File: src/rtl/hsyncfifo_param.sv
// Parametrised single-clock FIFO with FWFT or registered read, occupancy count and almost-empty/full thresholds.
// Optional sticky overflow/underflow flags are built only when HSYNCFIFO_ERR_EN is defined.
module hsyncfifo_param #(
  parameter int DW    = 12,
  parameter int DEPTH = 16,
  parameter int AHEAD = 1,
  parameter int AE    = 2,
  parameter int AF    = 14
) (
  input  logic                      clk,
  input  logic                      rst_n,
  input  logic [DW-1:0]             di,
  input  logic                      we,
  input  logic                      re,
  output logic [DW-1:0]             dout,
  output logic [$clog2(DEPTH):0]    count,
  output logic                      empty_flag,
  output logic                      full_flag,
  output logic                      aempty_flag,
  output logic                      afull_flag
`ifdef HSYNCFIFO_ERR_EN
  ,
  input  logic                      err_clr,
  output logic                      ovf_flag,
  output logic                      udf_flag
`endif
);

  localparam int AW = $clog2(DEPTH);
  localparam logic [AW:0] LP_DEPTH = (AW+1)'(DEPTH);
  localparam logic [AW:0] LP_AE    = (AW+1)'(AE);
  localparam logic [AW:0] LP_AF    = (AW+1)'(AF);

  logic [DW-1:0] r_mem [DEPTH];
  logic [AW-1:0] r_wr_ptr;
  logic [AW-1:0] r_rd_ptr;
  logic [AW:0]   r_count;
  logic          r_empty;
  logic          r_full;
  logic          r_aempty;
  logic          r_afull;

  logic          w_wr_ok;
  logic          w_rd_ok;
  logic [AW:0]   w_cnt_nxt;

  // Acceptance uses the registered flags, so a full FIFO drops writes even when a read frees a slot.
  assign w_wr_ok = we & ~r_full;
  assign w_rd_ok = re & ~r_empty;

  always_comb begin
    w_cnt_nxt = r_count;
    case ({w_wr_ok, w_rd_ok})
      2'b10:   w_cnt_nxt = r_count + 1'b1;
      2'b01:   w_cnt_nxt = r_count - 1'b1;
      default: w_cnt_nxt = r_count;
    endcase
  end

  always_ff @(posedge clk or negedge rst_n) begin
    if (!rst_n) begin
      r_wr_ptr <= '0;
      r_rd_ptr <= '0;
      r_count  <= '0;
      r_empty  <= 1'b1;
      r_full   <= 1'b0;
      r_aempty <= 1'b1;
      r_afull  <= 1'b0;
    end else begin
      if (w_wr_ok) r_wr_ptr <= r_wr_ptr + 1'b1;
      if (w_rd_ok) r_rd_ptr <= r_rd_ptr + 1'b1;
      r_count  <= w_cnt_nxt;
      r_empty  <= (w_cnt_nxt == '0);
      r_full   <= (w_cnt_nxt == LP_DEPTH);
      r_aempty <= (w_cnt_nxt <= LP_AE);
      r_afull  <= (w_cnt_nxt >= LP_AF);
    end
  end

  // Storage carries no reset; a reset only discards contents logically through the pointers.
  always_ff @(posedge clk) begin
    if (w_wr_ok) r_mem[r_wr_ptr] <= di;
  end

  generate
    if (AHEAD != 0) begin : g_fwft
      assign dout = r_empty ? '0 : r_mem[r_rd_ptr];
    end else begin : g_std
      logic [DW-1:0] r_dout;
      always_ff @(posedge clk or negedge rst_n) begin
        if (!rst_n)       r_dout <= '0;
        else if (w_rd_ok) r_dout <= r_mem[r_rd_ptr];
      end
      assign dout = r_dout;
    end
  endgenerate

  assign count       = r_count;
  assign empty_flag  = r_empty;
  assign full_flag   = r_full;
  assign aempty_flag = r_aempty;
  assign afull_flag  = r_afull;

`ifdef HSYNCFIFO_ERR_EN
  logic r_ovf;
  logic r_udf;

  // A set event in the same cycle as err_clr keeps the flag set.
  always_ff @(posedge clk or negedge rst_n) begin
    if (!rst_n) begin
      r_ovf <= 1'b0;
      r_udf <= 1'b0;
    end else begin
      if (we & r_full)        r_ovf <= 1'b1;
      else if (err_clr)       r_ovf <= 1'b0;
      if (re & r_empty)       r_udf <= 1'b1;
      else if (err_clr)       r_udf <= 1'b0;
    end
  end

  assign ovf_flag = r_ovf;
  assign udf_flag = r_udf;
`endif

endmodule
File: config.mk
export PLATFORM = sky130hd
export DESIGN_NAME = hsyncfifo_param
export DESIGN_NICKNAME = d
export VERILOG_FILES = /design/src/rtl/hsyncfifo_param.sv
export SDC_FILE = /design/constraint.sdc
export NUM_CORES = 1
export LEC_CHECK = 0
export BUFFER_PORTS_ARGS = -buffer_cell sky130_fd_sc_hd__buf_2
export CORE_UTILIZATION = 45
export CTS_CLUSTER_SIZE = 40
export DETAILED_ROUTE_END_ITERATION = 8
export SLEW_MARGIN = 20
export SYNTH_ARGS = -nofsm -noshare
export SYNTH_HDL_FRONTEND = slang
export SYNTH_SLANG_ARGS = --single-unit
File: constraint.sdc
create_clock -name clk -period 3.8 [get_ports clk]
set_input_delay 0.76 -clock clk [delete_from_list [all_inputs] [get_ports clk]]
set_output_delay 0.76 -clock clk [all_outputs]
set_load 0.02 [all_outputs]
# ---- Word level (Yosys, flattened, before mapping)
# Memories as Yosys holds them, arrays and structs flattened.
# Cells that the tools add are included.
dict set report totals {
  ff_bits 17
  ramBits 192
  input_bits 16
  output_inout_bits 21
  mem_count 1
}
dict set report classes {
  addsub 4
  magnitude_cmp 2
  n_eq_ne 3
  mux 4
  bitwise 4
  reduce_logical 1
}
# memory words width read_ports rd_clocked_by_memory_dff wr line_no
set mem_list {}
lappend mem_list {r_mem 16 12 1 0 1 34} ;# logic [DW-1:0] r_mem [DEPTH];
# operator count
set ops {}
lappend ops {{two-way mux 12 bit} 1}
lappend ops {{case mux 5 bit (2 select lines)} 1}
lappend ops {{adder 4 x 1 -> 4 bit, second input constant} 2}
lappend ops {{adder 5 x 1 -> 5 bit, second input constant} 1}
lappend ops {{equality test 5 bit, second input constant} 1}
lappend ops {{greater-or-equal comparator 5 x 4 -> 1 bit, second input constant} 1}
lappend ops {{<= comparator 5 x 2 -> 1 bit, second input constant} 1}
lappend ops {{zero test 5 bit} 1}
lappend ops {{subtractor 5 x 1 -> 5 bit, second input constant} 1}
lappend ops {{bitwise AND 1 bit} 2}
lappend ops {{equality test 2 x 1 -> 1 bit, second input constant} 1}
lappend ops {{equality test 2 bit, second input constant} 1}
lappend ops {{two-way mux 1 bit} 2}
lappend ops {{inverter 1 bit} 2}

# ---- Depth between registers and ports, before layout
dict set report logic_depth {
  depth_word 5
  ltp_mapped 12
  ltp_nobuf 10
}

# ---- Least setup slack after synthesis
# OpenSTA, ideal clock, no wires.
dict set report synth_path {
  path_kind {input-to-reg}
  startpoint {input we}
  endpoint {register r_aempty, in the netlist aempty_flag}
  setup_time_ps 122
  t_arrival_ps 3069
  required_ps 3678
  setup_slack_ps 609
  stages 12
  path_cell_list {nor2b_1 clkbuf_1 inv_1 ha_1 buf_2 xor2_1 ha_1 or3b_2 o2111ai_1 a21oi_1 xor2_1 a2111oi_0}
}
dict set report synth_via {
  elab_chain_cells 4
  word_cells_on_any_way 5
  cone_classes {order compare (1); eq/ne (2); mux (1); bitwise (1)}
}
# element line_no
set synth_lines {}
lappend synth_lines {{from (decl)} 13} ;# input logic we,
lappend synth_lines {{bitwise AND 1 bit (*)} 48} ;# assign w_wr_ok = we & ~r_full;
lappend synth_lines {{equality test 2 x 1 -> 1 bit / equality test 2 bit (equally long branches)} 53} ;# case ({w_wr_ok, w_rd_ok})
lappend synth_lines {{case mux 5 bit (2 select lines) (*)} 53}
lappend synth_lines {{net w_cnt_nxt[4]} 45} ;# logic [AW:0] w_cnt_nxt;
lappend synth_lines {{<= comparator 5 x 2 -> 1 bit (*)} 75} ;# r_aempty <= (w_cnt_nxt <= LP_AE);
lappend synth_lines {{to (signal assigned)} 75}
lappend synth_lines {{to (decl)} 40} ;# logic r_aempty;
# Mark *: on every way through the listed nets, which the timed path passes. The rest lies on a longest branch.
# A chain may end at the register's enable or synchronous reset.

# ---- Worst setup path in the final report
dict set report layout_path {
  startpoint {register r_rd_ptr[0]}
  endpoint {output dout[9]}
}
dict set report layout_via {
  elab_chain_cells 2
}
# element line_no
set layout_lines {}
lappend layout_lines {{from (decl)} 36} ;# logic [AW-1:0] r_rd_ptr;
lappend layout_lines {{from (signal assigned)} 71} ;# if (w_rd_ok) r_rd_ptr <= r_rd_ptr + 1'b1;
lappend layout_lines {{memory (16 x 12 bit)} n/a}
lappend layout_lines {{two-way mux 12 bit} 87} ;# assign dout = r_empty ? '0 : r_mem[r_rd_ptr];
lappend layout_lines {{to (decl)} 15} ;# output logic [DW-1:0] dout,
# No other way between the ends.

==> reports/results.ini <==
[run_status]
status = completed

[floorplanning]
io_pins = 37
core_um2 = 18000
initial_core_util_pct = 46.0
dieArea_um2 = 19000
die_w_um = 138
chipHeight_um = 138
rows = 49

[worst_setup_path]
reg2reg_slack_ns = 0.75
cpMostUsedCell = mux4_2
cp_data_required_time_ns = 3.04
crit_path_start_kind = flop
max_stage_delay_ns = 0.62
cp_slowest_cell = dfrtp_4
r2r-end = aempty_flag$_DFF_PN1_
critPathKind = flop to output pin
cp_cell_sequence = buf_4 > mux4_2 > mux4_2 > nor2b_1 > buf_2
end_kind = output pin
arrival_ns = 2.77
r2r_cells = 11
crit_fanout = 15
r2r-start = full_flag$_DFF_PN0_

[routing]
drc = 0
drtIter0Drc = 253
first_pass_iters = 4
via_per_inst = 5.60
avgRoutedWirePerCell_um = 24.2
ant_nets = 0
routed-via-count = 3872
wl_um = 16700

[final_layout]
syn_to_final_growth_pct = 15.5
antennaDiodeCount = 0
layout-drive-gt1-share_pct = 35.7
layout.cells.non_filler = 691
final_nets = 471
fin_area_um2 = 9570
final_core_util_pct = 53.1

[clock_network]
ctsHoldBuffers = 0
worstSkewPairLatency_ns = 0.50
cts_tree = done
htree_levels = 1
numClockSinks = 209
cts_repair_resize_count = 0
clkTransAtPathRegs_ns = 0.06
root_buffer = clkbuf_16
clk_path_buf_depth = 3
numCtsBuffers = 22
postCtsSetupRepairBufs = 0

[sta]
slew-limit-headroom_pct = 42.7
setup_viol = 0
report.final.hold_viol_count = 0
fin_tns_setup_ns = 0
period_minus_slack_ns = 3.53
fmax_mhz = 284
slew_violations = 0
grt_setup_unrepaired = no
worst_slew_pin_slew_ns = 0.860
fin_crit_sh_pct = 92.8
worst_clock_skew_ns = 0.0186

[global_route]
grt_usage_pct = 18.9
grt_pass1_vias = 3942
grt_pass1_wl_um = 25200
antenna_found_initial = 0
grt_overflow_total = 0
grt_max_degree = 25

[yosys]
synth_most_common_cell = edfxtp_1
yosys-top-cells-area = edfxtp_1 70%, mux4_2 16%, dfrtp_1 4.5%
syn-cell-area_um2 = 8280
synth_top_cell_area_share_pct = 69.6
syn_avg_cell_area_um2 = 21.6
yosysSeqAreaShare_pct = 74.8
yosysWarnings = 0
yosysTopAreaCell = edfxtp_1
synth-main-ff-cell = edfxtp_1
synth_fp_nets = 407
synthDistinctLibCells = 34
synthCells = 383
async_flop_share_pct = 8.13
ys_seq_elements = 209
synth_edf_count = 192
synth_commonest_cells = 192 x edfxtp_1, 60 x mux4_2, 16 x nor2b_1

[placed_design]
place_area_um2 = 8870
place.gp.congestion = 0.718
port_buffers = 36
dpl.cell_count = 652
dp_hpwl_um = 10100

[worst_hold_path]
hold_path.class = primary input to asynchronous set/reset pin

[power]
seq_power_share_pct = 41.4
p_clk_share_pct = 27.4
p_int_mw = 5.22
peakVddDrop_mv = 0.451
p_leak_nw = 3.22
combPwrFrac_pct = 31.2
switching_power_mw = 2.30
power_density_nw_per_um2 = 786
switching_share_pct = 30.6

[job]
drv_cap = 0

[kinds of logic after synthesis]
| kind of cell | Yosys count | share of synthesized area [%] |
|---|---|---|
| AO/OA/AOI/OAI | 11 | 0.952 |
| XOR/XNOR | 11 | 1.16 |
| adder cells (fa/ha/maj) | 8 | 1.21 |
| buffers and inverters | 27 | 1.72 |
| flip-flops | 209 | 74.8 |
| multiplexers | 63 | 16.7 |
| AND/OR/NAND/NOR | 54 | 3.49 |
[metrics by stage]
stage	total power, mW	setup WS (ns)	hold slack, ns
floorplan	4.80	0.609	0.464
finish	7.52	0.273	0.182
global route	7.87	0.153	0.207
detailed placement	5.55	0.417	0.524
global placement	5.50	0.590	0.511
CTS	7.61	0.224	0.188
[sequential cells by signal (all words and copies together), names as in the netlist]
signal,cells
afull_flag,1
aempty_flag,1
count,5
full_flag,1
r_rd_ptr,4
r_wr_ptr,4
r_mem,192
empty_flag,1
[worst max path at each step]
stage	end	start	cells after the start	slack, ns
global placement	aempty_flag$_DFF_PN1_	we	12	0.59
floorplan	aempty_flag$_DFF_PN1_	we	12	0.61
CTS	dout[9]	r_rd_ptr[0]$_DFFE_PN0N_	5	0.22
global route	dout[9]	r_rd_ptr[0]$_DFFE_PN0N_	5	0.15
detailed placement	aempty_flag$_DFF_PN1_	we	12	0.42
finish	dout[9]	r_rd_ptr[0]$_DFFE_PN0N_	5	0.27
[cell type report]
class | instances | area [µm²]
Fill cell | 1443 | 8450
Sequential cell | 209 | 6200
Multi-Input combinational cell | 147 | 1970
Clock buffer | 31 | 598
Timing Repair Buffer | 62 | 400
Tap cell | 229 | 287
Clock inverter | 8 | 101
Inverter | 5 | 18.8
[metal layers]
metal,vias to the layer above,GRT usage [%],share of wire (%)
li1,1692,-,-
met1,2057,28.0,44
met2,104,30.2,49
met3,19,2.13,5.4
met4,0,4.40,1.4
met5,-,0,0
[cells in the final DEF, fill, tap and decap left out, types with 2 or more instances in the layout]
cell,count
clkinv_2,5
mux4_2,60
buf_12,2
dfrtp_1,13
bufinv_16,2
nand2_1,8
buf_2,36
nand4_1,2
nand2b_1,3
a21oi_1,3
mux2i_1,2
xor2_1,4
clkbuf_1,7
edfxtp_1,192
nor3_2,4
ha_1,8
nor3b_1,2
dfstp_2,2
xnor2_1,7
nor2b_1,16
nor2_1,14
inv_1,5
clkbuf_16,22
buf_4,24
[power by group through the flow]
| stage | clock (mW) | combinational, mW | sequential [mW] |
|---|---|---|---|
| after detailed placement | 0 | 2.38 | 3.17 |
| after global routing | 2.18 | 2.54 | 3.16 |
| after global placement | 0 | 2.35 | 3.15 |
| after floorplan | 0 | 1.79 | 3.01 |
| final | 2.06 | 2.35 | 3.11 |
| after CTS | 2.10 | 2.39 | 3.12 |
[critical path, delay by kind of cell, from the launching register on]
| family | cells | cell delay [ns] |
|---|---|---|
| flip-flops | 1 | 0.62 |
| AND/OR/NAND/NOR | 1 | 0.17 |
| buffers and inverters | 2 | 0.47 |
| multiplexers | 2 | 1.01 |
(Power assumes the default switching activity.)
